## src/rtl/adder_seq_ctrl.sv

```systemverilog
// Multi-cycle WIDTH-bit adder reusing one CHUNK-bit ripple adder, LSB first.
// Optional signed-overflow flag enabled by defining ADDER_SEQ_OVF_EN.

module adder_n #(
   parameter int N = 8
) (
   input  logic [N-1:0] a_i,
   input  logic [N-1:0] b_i,
   input  logic         c_i,
   output logic [N-1:0] s_o,
   output logic         c_o
);

   logic c;

   always_comb begin
      s_o = '0;
      c   = c_i;
      for (int i = 0; i < N; i++) begin
         s_o[i] = a_i[i] ^ b_i[i] ^ c;
         c      = (a_i[i] & b_i[i]) | (c & (a_i[i] ^ b_i[i]));
      end
      c_o = c;
   end

endmodule

module adder_seq_ctrl #(
   parameter int WIDTH = 32,
   parameter int CHUNK = 8
) (
   input  logic             clk,
   input  logic             rst,
   input  logic             in_valid,
   output logic             in_ready,
   input  logic [WIDTH-1:0] a,
   input  logic [WIDTH-1:0] b,
   input  logic             c_in,
   output logic             out_valid,
   input  logic             out_ready,
   output logic [WIDTH-1:0] sum,
   output logic             c_out,
   output logic             busy,
   output logic             ovf
);

   localparam int NCHUNK = WIDTH / CHUNK;
   localparam int IW = (NCHUNK > 1) ? $clog2(NCHUNK) : 1;
   localparam logic [IW-1:0] LAST = IW'(NCHUNK - 1);
   localparam logic [WIDTH-1:0] MASK = WIDTH'({CHUNK{1'b1}});

   if (WIDTH % CHUNK != 0) begin : g_bad_cfg
      $error("adder_seq_ctrl: WIDTH must be a multiple of CHUNK");
   end

   typedef enum logic [1:0] {IDLE, RUN, DONE} state_t;

   state_t           state_q, state_d;
   logic [WIDTH-1:0] a_q, a_d;
   logic [WIDTH-1:0] b_q, b_d;
   logic [WIDTH-1:0] sum_q, sum_d;
   logic [IW-1:0]    idx_q, idx_d;
   logic             carry_q, carry_d;
   logic             cout_q, cout_d;

   logic [31:0]      off;
   logic [WIDTH-1:0] a_sh, b_sh;
   logic [CHUNK-1:0] add_s;
   logic             add_co;

   // Shifting the slice down keeps the select width-clean for any CHUNK.
   assign off  = 32'(idx_q) * 32'(CHUNK);
   assign a_sh = a_q >> off;
   assign b_sh = b_q >> off;

   adder_n #(.N(CHUNK)) u_add (
      .a_i (a_sh[CHUNK-1:0]),
      .b_i (b_sh[CHUNK-1:0]),
      .c_i (carry_q),
      .s_o (add_s),
      .c_o (add_co)
   );

`ifdef ADDER_SEQ_OVF_EN
   logic ovf_q, ovf_d;
   assign ovf = ovf_q;
`else
   assign ovf = 1'b0;
`endif

   always_ff @(posedge clk) begin
      if (rst) begin
         state_q <= IDLE;
         a_q     <= '0;
         b_q     <= '0;
         sum_q   <= '0;
         idx_q   <= '0;
         carry_q <= 1'b0;
         cout_q  <= 1'b0;
`ifdef ADDER_SEQ_OVF_EN
         ovf_q   <= 1'b0;
`endif
      end else begin
         state_q <= state_d;
         a_q     <= a_d;
         b_q     <= b_d;
         sum_q   <= sum_d;
         idx_q   <= idx_d;
         carry_q <= carry_d;
         cout_q  <= cout_d;
`ifdef ADDER_SEQ_OVF_EN
         ovf_q   <= ovf_d;
`endif
      end
   end

   always_comb begin
      state_d = state_q;
      a_d     = a_q;
      b_d     = b_q;
      sum_d   = sum_q;
      idx_d   = idx_q;
      carry_d = carry_q;
      cout_d  = cout_q;
`ifdef ADDER_SEQ_OVF_EN
      ovf_d   = ovf_q;
`endif
      unique case (state_q)
         IDLE: begin
            if (in_valid) begin
               a_d     = a;
               b_d     = b;
               carry_d = c_in;
               idx_d   = '0;
               state_d = RUN;
            end
         end
         RUN: begin
            sum_d   = (sum_q & ~(MASK << off))
                    | (WIDTH'(add_s) << off);
            carry_d = add_co;
            if (idx_q == LAST) begin
               state_d = DONE;
               cout_d  = add_co;
`ifdef ADDER_SEQ_OVF_EN
               ovf_d   = (a_q[WIDTH-1] == b_q[WIDTH-1])
                       && (add_s[CHUNK-1] != a_q[WIDTH-1]);
`endif
            end else begin
               idx_d = idx_q + 1'b1;
            end
         end
         DONE: begin
            if (out_ready) begin
               state_d = IDLE;
`ifdef ADDER_SEQ_OVF_EN
               ovf_d   = 1'b0;
`endif
            end
         end
         default: state_d = IDLE;
      endcase
   end

   assign in_ready  = (state_q == IDLE);
   assign out_valid = (state_q == DONE);
   assign busy      = (state_q != IDLE);
   assign sum       = sum_q;
   assign c_out     = cout_q;

endmodule

```

## config.mk

```make
export PLATFORM = sky130hd
export DESIGN_NAME = adder_seq_ctrl
export DESIGN_NICKNAME = d
export VERILOG_FILES = /design/src/rtl/adder_seq_ctrl.sv
export SDC_FILE = /design/constraint.sdc
export NUM_CORES = 1
export LEC_CHECK = 0
export BUFFER_PORTS_ARGS = -buffer_cell sky130_fd_sc_hd__buf_4
export CORE_MARGIN = 3
export CORE_UTILIZATION = 53
export CTS_CLUSTER_DIAMETER = 40
export CTS_CLUSTER_SIZE = 12
export DETAILED_ROUTE_END_ITERATION = 8
export GPL_ROUTABILITY_DRIVEN = 1
export PLACE_DENSITY = 0.91
export SKIP_CTS_REPAIR_TIMING = 1
export SLEW_MARGIN = 15
export SYNTH_ARGS = -nofsm -noshare
export SYNTH_HDL_FRONTEND = slang
export SYNTH_SLANG_ARGS = --single-unit
```

## constraint.sdc

```tcl
create_clock -name clk -period 5.6 [get_ports clk]
set_clock_uncertainty 0.1 [all_clocks]
set_input_delay 0 -clock clk [delete_from_list [all_inputs] [get_ports clk]]
set_output_delay 0 -clock clk [all_outputs]
set_load 0.02 [all_outputs]
```

==> flow_metrics.py <==
metrics = {
    "clocking": {
        "cts_made_buffers": 9,
        "htreeDepth": 3,
        "cts_max_path_buffers": 2,
        "clk_pin_slew_ps": 100,
        "root_buffer": "clkbuf_8",
        "cts.sinks": 102,
        "tritoncts": "built",
        "worstSkewPairLatency_ps": 370,
    },
    "worst_setup_path": {
        "crit_buf_inv": 4,
        "r2r_end": "sum[15]",
        "cpMaxStageDelayCell": "dfxtp_1",
        "r2r_slack_ps": 940,
        "worstPathRequired_ps": 5770,
        "slowest_delay_ps": 760,
        "critical_path_depth": 15,
        "crit_start": "idx_q[0]",
        "rr_worst_depth": 15,
        "crit_end": "sum[15]",
        "crit_family": "adder cells",
        "crit_fanout": 13,
        "setup.worst_path.end_class": "flop",
        "crit_arrival_ps": 4830,
        "crit_top_cell": "fa_1",
        "start_kind": "flop",
        "crit_type": "flop to flop",
        "crit_path_cell_trace": "mux4_2 -> inv_1 -> fa_1 -> fa_1 -> fa_1 -> inv_1 -> fa_1 -> fa_1 -> fa_1 -> inv_1 -> fa_1 -> inv_1 -> fa_1 -> nor2b_1 -> a22o_1",
        "r2r_start": "idx_q[0]",
    },
    "placed_design": {
        "dp.cells": 619,
        "dp_slack_ps": 1070,
        "post-dp-hpwl_um": 7450,
        "port_buffers": 104,
        "place_congestion": 0.883,
    },
    "floorplanning": {
        "row_count": 31,
        "start_util": 0.561,
        "die_x_um": 94.8,
        "die_h_um": 94.8,
        "pin_count": 106,
        "fp.coreArea_sq_um": 7450,
        "die-area_sq_um": 8990,
    },
    "synthesis": {
        "synth_flop_cell": "dfxtp_1",
        "synth_cells": 441,
        "synth_edf_count": 0,
        "synth-seq-cells": 102,
        "postSynth.asyncResetShare": 0,
        "synth_cell_types": 28,
        "yosys_warnings": 0,
        "synth.avg_cell_area_sq_um": 9.48,
        "seq_area_frac_synth": 0.488,
        "synth.largest_area_cell": "dfxtp_1",
        "synth_fp_nets": 522,
        "synth_area_sq_um": 4180,
        "synthTopCellsByArea": "dfxtp_1 (49%), nand2_1 (12%), mux4_2 (8.6%), a21oi_1 (8.1%), a22o_1 (6.7%)",
        "synth_top_area_frac": 0.488,
    },
    "flow_run": {
        "cap_violations": 0,
    },
    "global_route": {
        "grt_pass1_vias": 3297,
        "antenna_found_initial": 0,
        "grt_first_pass_wirelength_um": 15700,
        "grt_max_degree": 83,
        "grt_use_total": 0.227,
        "gr-total-overflow": 0,
    },
    "drt": {
        "route.detailed.drc": 0,
        "viasPerCell": 5.68,
        "initialDrtViolationCount": 419,
        "drt_first_pass_iters": 8,
        "via_count": 3988,
        "drtAntennaViolNets": 0,
        "wl_per_cell_um": 18.1,
        "drt-total-wl_um": 12700,
    },
    "sta": {
        "slew_headroom": 0.439,
        "hold_slack_ps": 118,
        "min_period_ps": 4660,
        "drv_slew": 0,
        "rsz0062_at_grt": "false",
        "tightest_slew_ps": 842,
        "setup_viol": 0,
        "fin_ws_ps": 941,
        "finalHoldViolations": 0,
        "max_freq_ghz": 0.215,
        "finalCritPeriodShare": 0.832,
        "tns_ps": 0,
    },
    "power_and_ir_drop": {
        "ir_drop_mv": 0.132,
        "cellPowerDensity_nw_per_um2": 256,
        "leakagePower_nw": 2.39,
    },
    "layout": {
        "multiInputGateArea_sq_um": 1920,
        "syn_to_final_growth_pct": 39.1,
        "final_cell_mix": "nand2_1 (129), buf_4 (109), dfxtp_1 (102)",
        "drive_gt1_frac": 0.247,
        "n_fill_cell": 440,
        "fin_cells": 702,
        "final_common_cell": "nand2_1",
        "n_antenna_cell": 0,
        "final_nets": 679,
        "regArea_sq_um": 2040,
        "fin_util": 0.781,
    },
    "hold_path": {
        "hp-start": "rst",
        "hp-class": "primary input to flop",
    },
    "outcome": {
        "run_status": "completed",
    },
}
## cell usage after synthesis, drive strengths merged (2+ instances only)
master,count
clkbuf,10
ha,4
a22o,32
nand2,129
a21oi,72
inv,16
mux4,16
buf,20
o211ai,2
nand3,3
nand2b,2
fa,8
nor2b,6
nor3,6
nor2,6
dfxtp,102
## cell type report
type                            instances  share of cell area
Clock buffer                           12              0.0232
Clock inverter                          4             0.00818
Inverter                               16              0.0103
Multi-Input combinational cell        293               0.330
Sequential cell                       102               0.351
Tap cell                               99              0.0213
Timing Repair Buffer                  176               0.256
## report_power, final
group          internal (mW)  switching, mW  total [mW]
logic                  0.124          0.125       0.249
registers              0.759         0.0264       0.786
clock network          0.206          0.247       0.453
## worst register-to-register path, stage by stage (launching register included)
cell and delay [ps]:
dfxtp_1 760, mux4_2 600, inv_1 100, fa_1 210
fa_1 210, fa_1 180, inv_1 70, fa_1 390
fa_1 410, fa_1 370, inv_1 80, fa_1 170
inv_1 50, fa_1 420, nor2b_1 170, a22o_1 280
## registers in the layout (all words and copies together), names as in the netlist
name / flops
carry_q: 1
state_q: 2
sum: 32
idx_q: 2
b_q: 32
c_out: 1
a_q: 32
## worst min path at each step
| stage | end | slack [ps] | cells after the start |
|---|---|---|---|
| global route | b_q[1] | 170 | 2 |
| detailed placement | b_q[23] | 160 | 3 |
| CTS | b_q[30] | -220 | 3 |
| global placement | b_q[23] | 150 | 3 |
| finish | b_q[1] | 120 | 2 |
| floorplan | a_q[16] | 40 | 2 |
## per-layer routing
metal	vias up	part of all wire	GRT usage	wire, um
li1	1808	-	-	-
met1	1860	0.37	0.294	4750
met2	267	0.51	0.388	6490
met3	53	0.068	0.0351	868
met4	0	0.044	0.0757	562
met5	-	0	0	0
## per-stage QoR
step           instance area [sq um]  power [mW]
3_5_place_dp                    4960       0.999
5_1_grt                         5820        1.53
6_report                        5820        1.49
4_1_cts                         5140        1.42
3_3_place_gp                    4960       0.990
2_1_floorplan                   4180       0.921
## cells by family after synthesis
kind of cell,Yosys count,synth area share
flops,102,0.488
buf+inv,46,0.0542
mux,17,0.0886
simple gates,157,0.157
fa+ha+maj,12,0.0503
other cells,1,0.000897
compound gates,106,0.160
No activity file was read; power rests on OpenSTA's default activity.
